===== src/rtl/ag6502_mem_bridge.sv =====
// rtl/ag6502_mem_bridge.sv - 6502 bus responder bridging to a req/ack memory port
// Posts CPU writes through a small FIFO, stalls reads with rdy and serves repeats from a one-entry hold register.
module ag6502_mem_bridge #(
  parameter int WDEPTH = 4
) (
  input  logic        phi_0,
  input  logic        rst,
  input  logic        phi_2,
  input  logic [15:0] ab,
  input  logic        read,
  input  logic [7:0]  db_out,
  output logic [7:0]  db_in,
  output logic        rdy,
  output logic        mem_req,
  output logic        mem_we,
  output logic [15:0] mem_addr,
  output logic [7:0]  mem_wdata,
  input  logic [7:0]  mem_rdata,
  input  logic        mem_ack,
  output logic        wr_ovf
);
  localparam int AW = $clog2(WDEPTH);
  localparam logic [AW:0] CNT_FULL = (AW+1)'(WDEPTH);

  typedef enum logic [1:0] {IDLE, DRAIN, RD_REQ, RD_DONE} state_t;
  state_t state;

  logic          phi2_q;
  logic [15:0]   fifo_addr [WDEPTH];
  logic [7:0]    fifo_data [WDEPTH];
  logic [AW-1:0] wr_ptr, rd_ptr;
  logic [AW:0]   count;
  logic [15:0]   pend_addr, hold_addr;
  logic [7:0]    hold_data;
  logic          hold_v, stale;

  logic stb, wr_stb, rd_stb, full, empty, push, ack_wr, ack_rd, hit, addr_chg, issue_wr;

  assign stb      = phi_2 & ~phi2_q;
  assign wr_stb   = stb & ~read;
  assign rd_stb   = stb & read;
  assign full     = (count == CNT_FULL);
  assign empty    = (count == '0);
  assign push     = wr_stb & ~full;
  assign ack_wr   = mem_req & mem_ack & mem_we;
  assign ack_rd   = mem_req & mem_ack & ~mem_we;
  assign hit      = hold_v & (ab == hold_addr);
  assign addr_chg = (ab != pend_addr);
  // Writes stay parked while a read is on the bus so the read is never held up behind them.
  assign issue_wr = ~mem_req & ~empty & (state != RD_REQ);

  always_ff @(posedge phi_0) begin
    if (rst && push) begin
      fifo_addr[wr_ptr] <= ab;
      fifo_data[wr_ptr] <= db_out;
    end
  end

  always_ff @(posedge phi_0) begin
    if (!rst) begin
      state     <= IDLE;
      phi2_q    <= 1'b0;
      wr_ptr    <= '0;
      rd_ptr    <= '0;
      count     <= '0;
      pend_addr <= '0;
      hold_addr <= '0;
      hold_data <= '0;
      hold_v    <= 1'b0;
      stale     <= 1'b0;
      db_in     <= '0;
      rdy       <= 1'b1;
      mem_req   <= 1'b0;
      mem_we    <= 1'b0;
      mem_addr  <= '0;
      mem_wdata <= '0;
      wr_ovf    <= 1'b0;
    end else begin
      phi2_q <= phi_2;

      if (push)   wr_ptr <= wr_ptr + AW'(1);
      if (ack_wr) rd_ptr <= rd_ptr + AW'(1);
      if (push && !ack_wr)      count <= count + (AW+1)'(1);
      else if (!push && ack_wr) count <= count - (AW+1)'(1);
      if (wr_stb && full) wr_ovf <= 1'b1;

      if (mem_req && mem_ack) mem_req <= 1'b0;
      if (issue_wr) begin
        mem_req   <= 1'b1;
        mem_we    <= 1'b1;
        mem_addr  <= fifo_addr[rd_ptr];
        mem_wdata <= fifo_data[rd_ptr];
      end

      case (state)
        IDLE, RD_DONE: begin
          if (rd_stb) begin
            if (hit) begin
              db_in <= hold_data;
              rdy   <= 1'b1;
              state <= IDLE;
            end else begin
              pend_addr <= ab;
              hold_v    <= 1'b0;
              rdy       <= 1'b0;
              if (!empty) begin
                state <= DRAIN;
              end else begin
                state    <= RD_REQ;
                mem_req  <= 1'b1;
                mem_we   <= 1'b0;
                mem_addr <= ab;
              end
            end
          end
        end
        DRAIN: begin
          if (rd_stb) pend_addr <= ab;
          if (empty && !mem_req) state <= RD_REQ;
        end
        RD_REQ: begin
          if (ack_rd) begin
            // A newer address was presented while this fetch was in flight: drop its data and refetch.
            if (stale || (rd_stb && addr_chg)) begin
              stale <= 1'b0;
              if (rd_stb) pend_addr <= ab;
              state <= (!empty || push) ? DRAIN : RD_REQ;
            end else begin
              hold_data <= mem_rdata;
              hold_addr <= pend_addr;
              hold_v    <= 1'b1;
              rdy       <= 1'b1;
              state     <= RD_DONE;
            end
          end else if (!mem_req) begin
            mem_req  <= 1'b1;
            mem_we   <= 1'b0;
            mem_addr <= rd_stb ? ab : pend_addr;
            if (rd_stb) pend_addr <= ab;
          end else if (rd_stb && addr_chg) begin
            stale     <= 1'b1;
            pend_addr <= ab;
          end
        end
        default: state <= IDLE;
      endcase

      if (wr_stb && ((ab == hold_addr) || (state == RD_REQ && ab == pend_addr)))
        hold_v <= 1'b0;
    end
  end
endmodule


===== config.mk =====
export PLATFORM = sky130hd
export DESIGN_NAME = ag6502_mem_bridge
export DESIGN_NICKNAME = d
export VERILOG_FILES = /design/src/rtl/ag6502_mem_bridge.sv
export SDC_FILE = /design/constraint.sdc
export NUM_CORES = 1
export LEC_CHECK = 0
export ABC_AREA = 1
export CAP_MARGIN = 25
export CORE_MARGIN = 1
export CORE_UTILIZATION = 58
export DETAILED_ROUTE_END_ITERATION = 10
export PLACE_DENSITY_LB_ADDON = 0.08
export SETUP_SLACK_MARGIN = 0.05
export SLEW_MARGIN = 20
export SYNTH_ARGS = -nofsm -noshare
export SYNTH_HDL_FRONTEND = slang
export SYNTH_SLANG_ARGS = --single-unit

===== constraint.sdc =====
create_clock -name phi_0 -period 8.35 [get_ports phi_0]
set_clock_uncertainty 0.05 [all_clocks]
set_input_delay 1.67 -clock phi_0 [delete_from_list [all_inputs] [get_ports phi_0]]
set_output_delay 1.67 -clock phi_0 [all_outputs]
set_load 0.05 [all_outputs]

# Word-level counts from Yosys, hierarchy flattened
# Memories as Yosys holds them, arrays and structs flattened. A register that Yosys moved wholly into a read port is not among the register bits.
# Cells that the tools add are included.
[op_classes]
n_eq_ne = 16
bitwise = 18
mux = 56
n_addsub = 4
reduce_logical = 32
[op_table]
columns = ["operator", "n"]
rows = [
  ["$mux 16", 13],
  ["$pmux 16 s3", 1],
  ["$eq 16x16->1", 2],
  ["$pmux 16 s2", 1],
  ["$mux 1", 25],
  ["$mux 2", 9],
  ["$ne 16x16->1", 1],
  ["$ne 2x2->1 const B", 6],
  ["$reduce_and 4->1", 3],
  ["$and 1x1->1", 10],
  ["$logic_and 1x1->1", 9],
  ["$reduce_and 3->1", 3],
  ["$not 1->1", 8],
  ["$pmux 1 s2", 4],
  ["$reduce_bool 2->1", 4],
  ["$mux 3", 2],
  ["$pmux 2 s3", 1],
  ["$logic_not 1->1", 5],
  ["$reduce_and 5->1", 1],
  ["$add 2x1->2 const B", 2],
  ["$eq 2x2->1 const B", 2],
  ["$ne 4x4->1 const B", 1],
  ["$reduce_or 2->1", 2],
  ["$add 3x1->3 const B", 1],
  ["other kinds (8)", 10],
]
[word_totals]
ramBits = 96
in_bits = 37
register_bits = 80
out_inout_bits = 36
wordCells = 144
mem_count = 2
[mem_list]
columns = ["name", "words", "word_bits", "read_ports", "rd_clocked_by_memory_dff", "write_ports", "line_no", "source"]
rows = [
  ["fifo_addr", 4, 16, 1, 1, 1, "29", "logic [15:0] fifo_addr [WDEPTH];"],
  ["fifo_data", 4, 8, 1, 1, 1, "30", "logic [7:0] fifo_data [WDEPTH];"],
]

# Depth between registers and ports, before layout
[depth]
word_depth = 9
depth_mapped = 14
mapped_depth_nobuf = 13

# Worst setup path before layout
# No wires, ideal clock.
[synth_timing]
kind = "input port to flip-flop"
start = "in read"
end = "mem fifo_addr[0][0], enable pin"
required_ns = 7.895
cell_stages = 5
slack_ns = 4.499
arrival_ns = 3.396
n_path_buf = 0
setup_time_ns = 0.405
cell_sequence = "nor3_1 > inv_1 > nor2_1 > nand2_1 > nor2_1"
[synth_between]
elab_chain_len = 6
[synth_rtl]
columns = ["element", "line_no", "source"]
rows = [
  ["start: declaration", "10", "input logic read,"],
  ["$not 1->1", "40", "assign wr_stb = stb & ~read;"],
  ["$and 1x1->1", "40", ""],
  ["$and 1x1->1", "44", "assign push = wr_stb & ~full;"],
  ["named net push", "37", "logic stb, wr_stb, rd_stb, full, empty, push, ack_wr, ack_rd, hit, addr_chg, issue_wr;"],
  ["$logic_and 1x1->1", "53", "if (rst && push) begin"],
  ["$mux 1", "53", ""],
  ["$mux 1 (implied by the code)", "54", "fifo_addr[wr_ptr] <= ab;"],
  ["end: declaration", "29", ""],
]
# The timed path passes the listed nets, and every way through them passes these cells.

# Final worst setup path
[layout_timing]
start = "in phi_2"
end = "reg pend_addr[11]"
[layout_between]
elab_chain_len = 6
elab_cells_between_ends = 13
cone_classes = "eq/ne (3); mux (5); bitwise (2); reduce/logical (3)"
[layout_rtl]
columns = ["element", "line_no", "source"]
rows = [
  ["start: declaration", "8", "input logic phi_2,"],
  ["$and 1x1->1 (*)", "39", "assign stb = phi_2 & ~phi2_q;"],
  ["$and 1x1->1 (*)", "41", "assign rd_stb = stb & read;"],
  ["$mux 16 / $logic_and 1x1->1 (equally long branches)", "--", ""],
  ["$mux 16 (tied with other cells)", "--", ""],
  ["$mux 16 / $ne 3x3->1 (equally long branches)", "--", ""],
  ["$pmux 16 s3 / $reduce_and 4->1 (equally long branches)", "--", ""],
  ["end signal: assignment", "66", "pend_addr <= '0;"],
  ["end signal: assignment", "103", "pend_addr <= ab;"],
  ["end signal: assignment", "118", "if (rd_stb) pend_addr <= ab;"],
  ["end: declaration", "33", "logic [15:0] pend_addr, hold_addr;"],
]
# Mark *: on every way between the ends. The rest lies on a longest branch, timed or not. The select of a mux whose other input is x is not followed.
# A chain may end at the register's enable or synchronous reset.

==> metrics.txt <==
Worst Path Arrival=4.75 ns; most frequent cells in the layout=153 x nand2_1, 142 x nor2_1, 114 x o21ai_0; grt ovf=0; DR vias=6899; Mapped Area=0.00847 mm^2; period utilisation layout=53.4%; Crit. End Element=flop; Via density=5.64; initial antenna violation count=0; status=complete, no violations; Boundary Pins=73; setup TNS=0 ns; placed inst area=0.00926 mm^2; Worst VDD drop=184 uV; dpl hpwl=13.0 mm; power share of the clock group=27.0%; Mapped Cells=980; GPL Wtd Cong=0.874; Layout area overhead=15.5%; most common cell after layout, fill and taps aside=nand2_1; fraction of registers with async set/reset=0%; worst relative slew slack=36.7%; layout cells sized above 1=8.34%; Worst EP required=8.64 ns; die width=123 um; Buffers on Ports=72; #FFs+latches synth=186; clk_lat worst skew=0.45 ns; CTS tree=yes; CTS Hold Bufs=0; sequential share of the synthesized area=55.3%; detailed-route DRC error count=0; Final ANT Viol Nets=0; Post-synth EDFFs=96; Critical Path Start Type=input port; height of the die=123 um; vias in the first global route=6150; highest net fanout along the worst path=45; Die ar.=0.0151 mm^2; total core area=0.0140 mm^2; largest net degree at the start of global routing=74; leakage power=3.61 nW; Std-Cell Rows=43; Worst Tran Pin Value=0.949 ns; sequential power share=41.1%; Final Max Slew Viols=0; PwrDens=284 mW/mm^2; post-synth net total=1025; GRT Overall Usage=28.5%; Switching Share=37.4%; root buffer cell=clkbuf_16; synth warn=0; clock buffer depth=2; Pre-Repair DR Iteration Count=5; Syn Area/Cell=8.65 um^2; critical-path cell list=clkdlybuf4s50_1, inv_1, nor2_1, nand2_1, clkinv_1, nand2_2, nand3_4, nand3_4, inv_4, nor2_1, nor2_1; Inserted Diodes=0; Yosys cell types=38; post-route minimum period=4.46 ns; Hold Slack=0.408 ns; Gate power share=31.9%; postcts setup bufs=0; first-pass GRT wire length=31.8 mm; final setup fails=0; starting density of the core=60.3%; CP max stage delay=0.61 ns; Hold Fails Final Rpt=0; Hold/Removal Path Class=flop to flop; max-cap violation count=0; total CTS buffers=17; Initial DRC Count=734; RSZ-0062 raised after global routing=no; drt wl/cell=16.5 um; post-cts repair resize count=0; CTS Sinks=186; Most used DFF post-synth=edfxtp_1; Peak Freq=0.224 GHz; Final #Nets=1075; CP max-delay cell=clkinv_1; internal power=1.74 mW; Finished Cell Area=0.00979 mm^2; H-tree Lvls=4; Crit path top cell by count=nor2_1; CTS clk-pin slew, worst paths=0.07 ns; Post-Route WL=20.1 mm; Net Sw Power=1.04 mW; Crit Path Category=input port to flop
==> sequential cells by signal, indices dropped and copies added (netlist names), named ones only <==
signal / cells
count: 3
db_in: 8
fifo_addr: 64
fifo_data: 32
hold_addr: 16
hold_data: 8
hold_v: 1
mem_addr: 16
mem_req: 1
mem_wdata: 8
mem_we: 1
pend_addr: 16
phi2_q: 1
rd_ptr: 2
rdy: 1
stale: 1
state: 2
wr_ovf: 1
wr_ptr: 2
==> critical path, delay by kind of cell <==
family	cells	cell delay [ns]
simple gates	7	1.80
buf+inv	4	1.26
==> per-stage QoR <==
step | cells | util (%) | power, mW | setup slack [ns]
CTS | 1223 | 69.7 | 2.78 | 3.90
global route | 1223 | 69.7 | 2.92 | 3.57
finish | 1223 | 69.7 | 2.78 | 3.89
floorplan | 980 | - | 1.80 | 4.50
detailed placement | 1191 | 65.9 | 2.04 | 3.42
global placement | 1191 | 65.9 | 2.03 | 3.50
==> cell type report <==
type,count,area [um^2]
Clock inverter,11,86.3
Tap cell,180,225
Clock buffer,21,450
Multi-Input combinational cell,653,3230
Fill cell,1121,4250
Timing Repair Buffer,78,761
Sequential cell,186,4680
Inverter,94,355
==> per-layer routing <==
layer / up-vias / part of all wire, % / wire (um) / global-route usage [%]
li1: 3417 / - / - / -
met1: 3209 / 46 / 9240 / 39.6
met2: 241 / 46 / 9180 / 44.1
met3: 32 / 6.6 / 1330 / 6.32
met4: 0 / 1.9 / 378 / 9.38
met5: - / 0 / 0 / 0
==> power by group through the flow <==
stage	registers, mW	logic, mW	clock network (mW)
after floorplan	1.30	0.501	0
after global placement	1.16	0.867	0
after detailed placement	1.16	0.873	0
after CTS	1.14	0.880	0.757
after global routing	1.16	0.970	0.794
final	1.14	0.888	0.752
==> worst paths after layout <==
kind | from | endpoint | slack [ns] | cells past startpoint
worst max-delay path | phi_2 | pend_addr[11]$_SDFFE_PN0P_ | 3.89 | 11
worst min-delay path | hold_data[1]$_SDFFE_PN0P_ | hold_data[1]$_SDFFE_PN0P_ | 0.41 | 2
worst max register to register | phi2_q$_SDFF_PN0_ | pend_addr[11]$_SDFFE_PN0P_ | 5.26 | 9
worst min register to register | hold_data[1]$_SDFFE_PN0P_ | hold_data[1]$_SDFFE_PN0P_ | 0.41 | 2
==> Yosys cell counts (5+ instances only) <==
cell type  number  area [um^2]
dfxtp_1        90         1800
xor2_1          6         52.6
inv_1          69          259
o211ai_1        6         45.0
nand3_1        20          100
o21ai_0       114          571
clkbuf_1       26         97.6
inv_2          20         75.1
nor2_1        146          548
o21ai_1        13         65.1
a21oi_1        78          390
nor2_2         12         75.1
buf_2          13         65.1
nand4_1        10         62.6
edfxtp_1       96         2880
ha_1            7         87.6
xnor2_1         8         70.1
o22ai_1        25          156
a31oi_1        20          125
nand2_1       153          574
or2_1           5         31.3
==> kinds of logic after synthesis <==
kind of cell | after synthesis | share of synthesized area, %
xor+xnor | 14 | 1.45
compound gates | 267 | 17.1
fa+ha+maj | 8 | 1.27
simple gates | 364 | 18.2
buf+inv | 141 | 6.73
flops | 186 | 55.3
(Power assumes the default switching activity.)
